<file path="src/rtl/shift_pkg.sv">
// Shared shift-type encodings and status flag bit positions used by the
// barrel shifter and its writeback stage.
package shift_pkg;

    localparam logic [4:0] SRL = 5'h0C;
    localparam logic [4:0] SRA = 5'h0D;
    localparam logic [4:0] SLL = 5'h0E;

    localparam int C_IDX = 2;
    localparam int N_IDX = 1;
    localparam int Z_IDX = 0;

    localparam int TYPE_W = 5;
    localparam int DEST_W = 5;
    localparam int FLAG_W = 3;

    function automatic logic is_legal_type(input logic [TYPE_W-1:0] t);
        return (t == SRL) || (t == SRA) || (t == SLL);
    endfunction

endpackage

</file>
<file path="src/rtl/wb_fifo.sv">
// Generic synchronous FIFO with registered occupancy; DEPTH must be a power
// of two so the pointers wrap without explicit compare logic.
module wb_fifo #(
    parameter int W     = 40,
    parameter int DEPTH = 2
) (
    input  logic                     clk,
    input  logic                     reset,
    input  logic                     push,
    input  logic [W-1:0]             wdata,
    input  logic                     pop,
    output logic [W-1:0]             rdata,
    output logic                     full,
    output logic                     empty,
    output logic [$clog2(DEPTH):0]   count
);

    localparam int AW = $clog2(DEPTH);
    localparam logic [AW:0] FULL_CNT = (AW+1)'(DEPTH);

    logic [W-1:0]  mem_q [DEPTH];
    logic [W-1:0]  mem_d [DEPTH];
    logic [AW-1:0] wr_ptr_q, wr_ptr_d;
    logic [AW-1:0] rd_ptr_q, rd_ptr_d;
    logic [AW:0]   count_q, count_d;
    logic          do_push, do_pop;

    assign full    = (count_q == FULL_CNT);
    assign empty   = (count_q == '0);
    assign count   = count_q;
    assign do_push = push && !full;
    assign do_pop  = pop && !empty;
    assign rdata   = mem_q[rd_ptr_q];

    always_comb begin
        mem_d    = mem_q;
        wr_ptr_d = wr_ptr_q;
        rd_ptr_d = rd_ptr_q;
        count_d  = count_q;
        if (do_push) begin
            mem_d[wr_ptr_q] = wdata;
            wr_ptr_d        = wr_ptr_q + 1'b1;
        end
        if (do_pop) begin
            rd_ptr_d = rd_ptr_q + 1'b1;
        end
        case ({do_push, do_pop})
            2'b10:   count_d = count_q + 1'b1;
            2'b01:   count_d = count_q - 1'b1;
            default: count_d = count_q;
        endcase
    end

    // Storage carries no reset; occupancy alone decides what is valid.
    always_ff @(posedge clk) begin
        if (reset) begin
            wr_ptr_q <= '0;
            rd_ptr_q <= '0;
            count_q  <= '0;
        end else begin
            wr_ptr_q <= wr_ptr_d;
            rd_ptr_q <= rd_ptr_d;
            count_q  <= count_d;
        end
        mem_q <= mem_d;
    end

endmodule

</file>
<file path="src/rtl/shift_wb_stage.sv">
// Writeback stage behind the barrel shifter: tags each result with C/N/Z,
// queues it for the register-file write port and tracks errors and completions.
module shift_wb_stage
    import shift_pkg::*;
#(
    parameter int DW    = 32,
    parameter int DEPTH = 2,
    parameter int CNT_W = 16
) (
    input  logic                clk,
    input  logic                reset,
    input  logic                in_valid,
    output logic                in_ready,
    input  logic [TYPE_W-1:0]   s_type,
    input  logic [DW-1:0]       yl_in,
    input  logic                c_in,
    input  logic [DEST_W-1:0]   dest_in,
    output logic                out_valid,
    input  logic                out_ready,
    output logic [DW-1:0]       y_out,
    output logic [DEST_W-1:0]   dest_out,
    output logic [FLAG_W-1:0]   flags_out,
    output logic [FLAG_W-1:0]   status,
    output logic                err_sticky,
    input  logic                clr_err,
    output logic [CNT_W-1:0]    shift_cnt
);

    localparam int EW = DW + DEST_W + FLAG_W;
    localparam int AW = $clog2(DEPTH);

    logic              push, pop, legal, store, show_head;
    logic [EW-1:0]     wdata, rdata;
    logic              full, empty;
    logic [AW:0]       count;
    logic [FLAG_W-1:0] flags_new;
    logic [DW-1:0]     head_y;
    logic [DEST_W-1:0] head_dest;
    logic [FLAG_W-1:0] head_flags;

    logic [FLAG_W-1:0] status_q, status_d;
    logic              err_q, err_d;
    logic [CNT_W-1:0]  cnt_q, cnt_d;

    // Handshakes depend only on registered occupancy, never on out_ready.
    assign in_ready  = !full && !reset;
    assign out_valid = (count != '0) && !reset;
    assign push      = in_valid && in_ready;
    assign pop       = out_valid && out_ready;
    assign legal     = is_legal_type(s_type);
    assign store     = push && legal;

    always_comb begin
        flags_new        = '0;
        flags_new[C_IDX] = c_in;
        flags_new[N_IDX] = yl_in[DW-1];
        flags_new[Z_IDX] = (yl_in == '0);
    end

    assign wdata = {yl_in, dest_in, flags_new};
    assign {head_y, head_dest, head_flags} = rdata;

    assign show_head = !empty && !reset;
    assign y_out     = show_head ? head_y     : '0;
    assign dest_out  = show_head ? head_dest  : '0;
    assign flags_out = show_head ? head_flags : '0;

    wb_fifo #(
        .W     (EW),
        .DEPTH (DEPTH)
    ) u_fifo (
        .clk   (clk),
        .reset (reset),
        .push  (store),
        .wdata (wdata),
        .pop   (pop),
        .rdata (rdata),
        .full  (full),
        .empty (empty),
        .count (count)
    );

    // A new illegal push outranks a simultaneous clear.
    always_comb begin
        status_d = status_q;
        err_d    = err_q;
        cnt_d    = cnt_q;
        if (pop) begin
            status_d = head_flags;
            if (cnt_q != '1) begin
                cnt_d = cnt_q + 1'b1;
            end
        end
        if (clr_err) begin
            err_d = 1'b0;
        end
        if (push && !legal) begin
            err_d = 1'b1;
        end
    end

    always_ff @(posedge clk) begin
        if (reset) begin
            status_q <= '0;
            err_q    <= 1'b0;
            cnt_q    <= '0;
        end else begin
            status_q <= status_d;
            err_q    <= err_d;
            cnt_q    <= cnt_d;
        end
    end

    assign status     = status_q;
    assign err_sticky = err_q;
    assign shift_cnt  = cnt_q;

endmodule

</file>
<file path="config.mk">
export PLATFORM = sky130hd
export DESIGN_NAME = shift_wb_stage
export DESIGN_NICKNAME = d
export VERILOG_FILES = /design/src/rtl/shift_pkg.sv /design/src/rtl/wb_fifo.sv /design/src/rtl/shift_wb_stage.sv
export SDC_FILE = /design/constraint.sdc
export NUM_CORES = 1
export LEC_CHECK = 0
export ABC_CLOCK_PERIOD_IN_PS = 6200
export BUFFER_PORTS_ARGS = -buffer_cell sky130_fd_sc_hd__buf_2
export CORE_MARGIN = 4
export CORE_UTILIZATION = 45
export CTS_CLUSTER_SIZE = 25
export DETAILED_ROUTE_END_ITERATION = 16
export PLACE_DENSITY = 0.82
export SLEW_MARGIN = 30
export SYNTH_ARGS = -nofsm -noshare
export SYNTH_HDL_FRONTEND = slang
export SYNTH_SLANG_ARGS = --single-unit
</file>
<file path="constraint.sdc">
create_clock -name clk -period 6.2 [get_ports clk]
set_clock_uncertainty 0.15 [all_clocks]
set_input_delay 0.62 -clock clk [delete_from_list [all_inputs] [get_ports clk]]
set_output_delay 0.62 -clock clk [all_outputs]
set_load 0.01 [all_outputs]
</file>
# [Yosys cells after proc, flatten, opt, wreduce, memory -nomap -nowiden]
# Index checks and enable logic that the tools add are counted.
[word_totals] ff_bits=104 out_inout_bits=62 wordCells=59
[classes] addsub=5 magnitude_cmp=3 eq_ne=7 mux=12 bitwise_logic=2 n_reduce_logical=22
[op_table] op="$mux W40" count=4
[op_table] op="$bwmux W80" count=1
[op_table] op="$demux W40 S1" count=1
[op_table] op="$logic_not A32 Y1" count=1
[op_table] op="$mux W32" count=1
[op_table] op="$add A16 B1 Y16 const B" count=1
[op_table] op="$ne A16 B16 Y1 const B" count=1
[op_table] op="$eq A5 B4 Y1 const B" count=3
[op_table] op="$logic_and A1 B1 Y1" count=10
[op_table] op="$reduce_bool A2 Y1" count=3
[op_table] op="$mux W5" count=1
[op_table] op="$eq A2 B2 Y1 const B" count=2
[op_table] op="$ge A2 B2 Y1 const B" count=2
[op_table] op="$logic_not A1 Y1" count=4
[op_table] op="$not A1 Y2" count=2
[op_table] op="$pmux W2 S2" count=1
[op_table] op="$mux W3" count=1
[op_table] op="$add A1 B1 Y1 const B" count=2
[op_table] op="$add A2 B1 Y2 const B" count=1
[op_table] op="$eq A2 B1 Y1 const B" count=1
[op_table] op="$logic_not A2 Y1" count=1
[op_table] op="$logic_or A1 B1 Y1" count=2
[op_table] op="$lt A2 B1 Y1 const B" count=1
[op_table] op="$mux W1" count=2
[op_table] op="2 further kinds" count=2

# [Logic depth before layout (Yosys ltp)]
# Gate-level depths: netlist of the first run.
[depth] ltp_word=8 depth_mapped=9 mapped_depth_nobuf=9

# [Cells and area by module]
# From an unflattened synthesis of the first run, not the netlist that was laid out.
[hier_totals] hier_cells=323 hier_area_um2=4450.5
[modules_own_cells] module="wb_fifo" n_inst=1 cells_each=149 area_per_inst_um2=3076.7 seq_area_each_um2=2482.4
[modules_own_cells] module="shift_wb_stage" n_inst=1 cells_each=174 area_per_inst_um2=1373.8 seq_area_each_um2=400.4

# [Worst setup path before layout of the first run]
# OpenSTA, ideal clock, no wires.
[synth_timing] kind="input port to flip-flop" start="input s_type[4]" end="register u_fifo.mem_q[0] in the netlist's numbering, enable pin" arrival_ps=2865 required_ps=5615 setup_slack_ps=2749 cell_stages=3 n_path_buf=0 cell_sequence="nand4b_1 or3_1 nor2_1"
[synth_between] elab_chain_cells=5 word_cells_on_any_way=7 cone_classes="3 x eq/ne; 4 x reduce/logical"
[synth_rtl] element="from (decl)" line_no="shift_wb_stage.sv:14" text="input logic [TYPE_W-1:0] s_type,"
[synth_rtl] element="$eq A5 B4 Y1" line_no="shift_pkg.sv:18" text="return (t == SRL) || (t == SRA) || (t == SLL);"
[synth_rtl] element="$logic_or A1 B1 Y1" line_no="shift_pkg.sv:18"
[synth_rtl] element="$logic_or A1 B1 Y1 *" line_no="shift_pkg.sv:18"
[synth_rtl] element="$logic_and A1 B1 Y1 *" line_no="shift_wb_stage.sv:51" text="assign store = push && legal;"
[synth_rtl] element="$logic_and A1 B1 Y1 *" line_no="wb_fifo.sv:31" text="assign do_push = push && !full;"
[synth_rtl] element="to (signal assigned)" line_no="wb_fifo.sv:65" text="mem_q <= mem_d;"
[synth_rtl] element="to (decl)" line_no="wb_fifo.sv:21" text="logic [W-1:0] mem_q [DEPTH];"
# Every way passes the cells marked *; elsewhere a longest branch is shown, timed or not.
# A chain may end at the register's enable or synchronous reset.

# [Final worst setup path of the first run]
[layout_timing] start="register u_fifo.rd_ptr_q" end="output flags_out[1]"
[layout_between] elab_chain_cells=5
[layout_rtl] element="from (decl)" line_no="wb_fifo.sv:24" text="logic [AW-1:0] rd_ptr_q, rd_ptr_d;"
[layout_rtl] element="from (signal assigned)" line_no="wb_fifo.sv:62" text="rd_ptr_q <= rd_ptr_d;"
[layout_rtl] element="$not A1 Y2 (implied by the code)" line_no="wb_fifo.sv:33" text="assign rdata = mem_q[rd_ptr_q];"
[layout_rtl] element="$mux W40 (implied by the code) (3 in a row)" line_no="wb_fifo.sv:33"
[layout_rtl] element="$mux W3" line_no="shift_wb_stage.sv:66" text="assign flags_out = show_head ? head_flags : '0;"
[layout_rtl] element="to (decl)" line_no="shift_wb_stage.sv:22" text="output logic [FLAG_W-1:0] flags_out,"
# Every way passes these cells. The select of a mux whose other input is x is not followed.

==> results of run 1 <==
## final timing paths
path                                      start         endpoint  slack (ns)  cells past startpoint
worst max-delay path            u_fifo.rd_ptr_q     flags_out[1]        3.36                      4
worst min register to register       err_sticky       err_sticky        0.35                      2
worst min-delay path                       c_in  u_fifo.mem_q[2]        0.30                      1
worst max register to register  u_fifo.count[1]  u_fifo.count[1]        3.66                      7
## cells in the mapped netlist, drive strengths merged, types with 3 or more instances
library cell / instances
nor2: 50
or4: 6
o41ai: 3
clkbuf: 7
o31ai: 5
mux2i: 39
nand3: 4
edfxtp: 78
inv: 9
dfxtp: 24
or3: 6
o21ai: 8
nand4: 9
and4: 3
o311ai: 3
nand2: 10
nor4: 10
a211oi: 3
buf: 6
nor3: 3
a21oi: 10
## state kept, by name, summed over array words and instances (netlist names)
name and count:
shift_cnt 16, u_fifo.count 2, u_fifo.rd_ptr_q 1, u_fifo.mem_q 78, status 3, err_sticky 1, u_fifo.wr_ptr_q 1
## routing by layer
| layer | wire (um) | global-route usage, % | up-vias |
|---|---|---|---|
| met5 | 0 | 0 | - |
| met4 | 74 | 4.179 | 0 |
| met3 | 545 | 3.911 | 11 |
| met2 | 4352 | 28.09 | 99 |
| met1 | 3724 | 19.24 | 1411 |
| li1 | - | - | 1426 |
## power breakdown
part	switching (W)	leakage, nW	total [W]	internal [W]
Combinational	0.0000260	0.911	0.0000451	0.0000191
Sequential	0.00000182	0.897	0.000739	0.000737
Clock	0.000247	0.112	0.000447	0.000200
Total	0.000275	1.92	0.00123	0.000956
## cells by family after synthesis
kind of cell	after synthesis	share of synthesized area [%]
AOI/OAI and AO/OA	38	6.190
xor gates and xnor gates	3	0.6281
adders and majority gates	2	0.5980
buffers and inverters	22	2.273
DFF	102	67.46
muxes	40	9.599
and+or+nand+nor	107	13.25
## cell usage in the layout, fill, tap and decap left out, drive strengths merged, types with 4 or more instances in the layout
cell type | netlist | final
nand2 | 10 | 10
buf | 6 | 114
dfxtp | 24 | 24
mux2i | 39 | 39
o31ai | 5 | 5
nor2 | 50 | 50
or4 | 6 | 6
nand3 | 4 | 4
or3 | 6 | 6
a21oi | 10 | 10
nor4 | 10 | 10
clkbuf | 7 | 9
inv | 9 | 12
o21ai | 8 | 8
edfxtp | 78 | 78
nand4 | 9 | 9
## metrics by stage
step           hold slack, ns  cells  area, um2  utilization [%]  setup slack [ns]
2_1_floorplan          0.3062    314       4184                -             2.749
3_3_place_gp           0.3178    520       4835            54.38             3.000
5_1_grt                0.2809    539       5150            57.92             3.214
4_1_cts                0.2855    539       5141            57.82             3.316
3_5_place_dp           0.3197    523       4917            55.31             3.109
6_report               0.2997    539       5150            57.92             3.358
## final cells by class
cell class              count  area [um2]  share of cell area (%)
clock buffers               9       123.9                   2.405
clock inverters             7       100.1                   1.944
inverters                   9       33.78                  0.6560
multi-input cells         190        1290                   25.05
flip-flops and latches    102        2824                   54.83
well taps                 108       135.1                   2.624
repair buffers            114       643.1                   12.49
==> impl_metrics.json, run 1 <==
{
  "hp-class": "in2reg",
  "portBuffers": 109,
  "synth_top_area_cell": "edfxtp_1",
  "clockBufferDepth": 2,
  "rsz0062_at_grt": "false",
  "crit_arrival_ns": 2.07,
  "drv_slew": 0,
  "path_cells": "buf_4 -> mux2i_1 -> nor2_1 -> buf_2",
  "cp_slowest_stage_delay_ns": 0.63,
  "clk_latency_ns": 0.35,
  "post_cts_buffers": 0,
  "synth_area_leaders": "edfxtp_1 (56%), dfxtp_1 (11%), mux2i_1 (9.3%), nor2_1 (4.5%), nor4_1 (1.3%)",
  "cp-start-kind": "flip-flop",
  "numClockSinks": 102,
  "async_reset_ff_share_pct": 0,
  "critical-path-top-delay-family": "buffers and inverters",
  "h-tree-depth": 3,
  "p_leak_nw": 1.920,
  "gp_routability_congestion": 0.8634,
  "ys_warn_count": 0,
  "ys_types": 41,
  "synth_cells": 314,
  "slew_headroom_pct": 57.44,
  "postRouteAntennaNets": 0,
  "die_area_um2": 10900,
  "hpwl_mm": 6.338,
  "cts_tree": "done",
  "grt_pass1_vias": 2848,
  "drt-initial-drc-count": 103,
  "grt_usage_pct": 15.86,
  "diodes": 0,
  "drt-vias-per-instance": 5.468,
  "ys_seq_elements": 102,
  "postCtsHoldBufs": 0,
  "drive_above_1_share_pct": 32.71,
  "path_buf_inv": 2,
  "netlist_area_um2": 4184,
  "hold_violations": 0,
  "n_fill_cell": 717,
  "wirelength_mm": 8.697,
  "maxCapViolCount": 0,
  "synth_edf_count": 78,
  "syn_area_per_cell_um2": 13.32,
  "fin_tns_setup_ns": 0,
  "remaining_drc_errors": 0,
  "cts_resized": 0,
  "synth_nets": 364,
  "p_total_w": 0.001231,
  "tightest_slew_ns": 0.6337,
  "die_x_um": 104.4,
  "start_util_pct": 47.06,
  "crit_path_end_kind": "primary output",
  "period_needed_ns": 2.842,
  "clock_tree.root_cell": "clkbuf_8",
  "synth_top_cell_area_share_pct": 55.98,
  "critPathMaxFanout": 27,
  "fmax_mhz": 351.9,
  "grt_max_degree": 40,
  "power.density_nw_per_um2": 239.0,
  "grt-ovfl-total": 0,
  "clk_pin_slew_ns": 0.11,
  "ir_drop_uv": 164.3,
  "synthToLayoutAreaGrowth_pct": 23.09,
  "first_pass_iters": 4,
  "slowest_stage": "dfxtp_2",
  "ys.flop_type": "edfxtp_1",
  "status": "completed",
  "finalCritPeriodShare_pct": 45.84,
  "wl_per_cell_um": 16.14,
  "required_ns": 5.43,
  "vias": 2947,
  "die_h_um": 104.4,
  "num_rows": 34,
  "num_io_pins": 110,
  "setup_viol": 0,
  "core_um2": 8891,
  "fin_nets": 476,
  "crit_type": "reg2out",
  "antenna_found_initial": 0,
  "cts_buffers": 9,
  "ys_seq_area_share_pct": 67.46,
  "grt_pass1_wl_mm": 13.90
}
(Power assumes the default switching activity.)
==> run 2: changes to the inputs <==
ABC_CLOCK_PERIOD_IN_PS = 2800   (was 6200)
clock period = 2.8 ns   (was 6.2 ns; I/O delays follow)
==> impl_metrics.json, run 2 (synthesis results as in run 1) <==
{
  "hpwl_mm": 6.202,
  "drive_above_1_share_pct": 30.36,
  "wl_per_cell_um": 17.08,
  "regArea_um2": 2824,
  "top_register": "u_fifo.mem_q",
  "clock_tree.root_cell": "clkbuf_8",
  "route.met3.wl_um": 629,
  "met2_length_mm": 5.190,
  "hold_violations": 0,
  "drv_slew": 0,
  "ir_drop_uv": 351.5,
  "postRouteAntennaNets": 0,
  "layout_commonest_cell": "buf_2",
  "die_x_um": 104.4,
  "period_needed_ns": 2.273,
  "antenna_found_initial": 0,
  "largest_reg_flops": 78,
  "num_io_pins": 110,
  "cp-start-kind": "flip-flop",
  "synthToLayoutAreaGrowth_pct": 30.59,
  "most-common-layout-cells": "buf_2 (109), edfxtp_1 (78), nor2_1 (49)",
  "die_h_um": 104.4,
  "clk_latency_ns": 0.36,
  "fin_nets": 517,
  "portBuffers": 109,
  "first_pass_iters": 4,
  "critPathMaxFanout": 19,
  "setup_viol": 0,
  "gp_routability_congestion": 0.8753,
  "p_leak_nw": 2.027,
  "power.density_nw_per_um2": 484.8,
  "grt_pass1_vias": 3234,
  "cts_buffers": 9,
  "remaining_drc_errors": 0,
  "required_ns": 2.37,
  "n_fill_cell": 674,
  "drt-met1-wl_mm": 3.919,
  "start_util_pct": 47.06,
  "multi_input_comb_area_um2": 1281,
  "core_um2": 8891,
  "rsz0062_at_grt": "false",
  "die_area_um2": 10900,
  "slew_headroom_pct": 63.27,
  "drt-initial-drc-count": 168,
  "drt-vias-per-instance": 5.494,
  "hp-class": "in2reg",
  "vias": 3181,
  "cts_tree": "done",
  "post_cts_buffers": 0,
  "fin_util_pct": 61.46,
  "crit_arrival_ns": 1.84,
  "h-tree-depth": 3,
  "grt_max_degree": 40,
  "grt_pass1_wl_mm": 15.99,
  "crit_type": "reg2out",
  "grt_usage_pct": 18.23,
  "clk_pin_slew_ns": 0.09,
  "numClockSinks": 102,
  "maxCapViolCount": 0,
  "num_rows": 34,
  "diodes": 0,
  "status": "completed",
  "finalCritPeriodShare_pct": 81.19,
  "fin_tns_setup_ns": 0,
  "wirelength_mm": 9.888,
  "tightest_slew_ns": 0.5509,
  "crit_path_end_kind": "primary output",
  "grt-ovfl-total": 0,
  "dr.max_layer_used": "met4",
  "fmax_mhz": 439.9,
  "clockBufferDepth": 2
}
-- run 2: routing by layer --
layer | track usage [%] | vias up
li1 | - | 1506
met1 | 21.78 | 1525
met2 | 32.66 | 133
met3 | 4.469 | 17
met4 | 4.938 | 0
met5 | 0 | -
-- run 2: worst paths after layout --
path / from / depth (start not counted) / endpoint / slack (ns)
setup / recovery: u_fifo.rd_ptr_q / 4 / y_out[9] / 0.53
hold / removal: in_valid / 3 / err_sticky / 0.08
setup reg to reg: u_fifo.count[0] / 6 / u_fifo.count[1] / 0.67
hold reg to reg: status[1] / 2 / status[1] / 0.35
-- run 2: layout make-up --
class	count	area share [%]
Multi-Input combinational cell	190	23.45
Inverter	9	0.6183
Sequential cell	102	51.68
Tap cell	108	2.473
Clock buffer	9	2.267
Timing Repair Buffer	155	18.50
Clock inverter	6	1.008
-- run 2: what timing repair did --
| item | in CTS | in global routing |
|---|---|---|
| gates resized for setup | 0 | 0 |
| endpoints found under the hold margin | 76 | 0 |
| setup endpoints to repair | 0 | 0 |
| hold buffers | 38 | 0 |
-- run 2: where the power goes --
group	internal, W	switching (W)
registers	0.00163	0.00000459
logic	0.0000777	0.0000679
clock network	0.000334	0.000533
-- run 2: through the flow --
| step | instances | hold WS [ns] | setup WS [ns] | total power (W) | instance area, um2 |
|---|---|---|---|---|---|
| final | 579 | 0.07648 | 0.5268 | 0.002649 | 5464 |
| after global routing | 579 | 0.06102 | 0.4429 | 0.002745 | 5464 |
| after CTS | 579 | 0.05114 | 0.5398 | 0.002652 | 5464 |
| after detailed placement | 526 | 0.3249 | 0.6301 | 0.001772 | 4905 |
| after global placement | 526 | 0.3232 | 0.6648 | 0.001768 | 4905 |
| after floorplan | 314 | 0.2289 | 0.2763 | 0.001705 | 4187 |
-- run 2: worst max-delay path, stage by stage (launching register included) --
cell,delay [ns]
dfxtp_2,0.69
buf_4,0.30
mux2i_1,0.27
nor2_1,0.07
buf_2,0.15
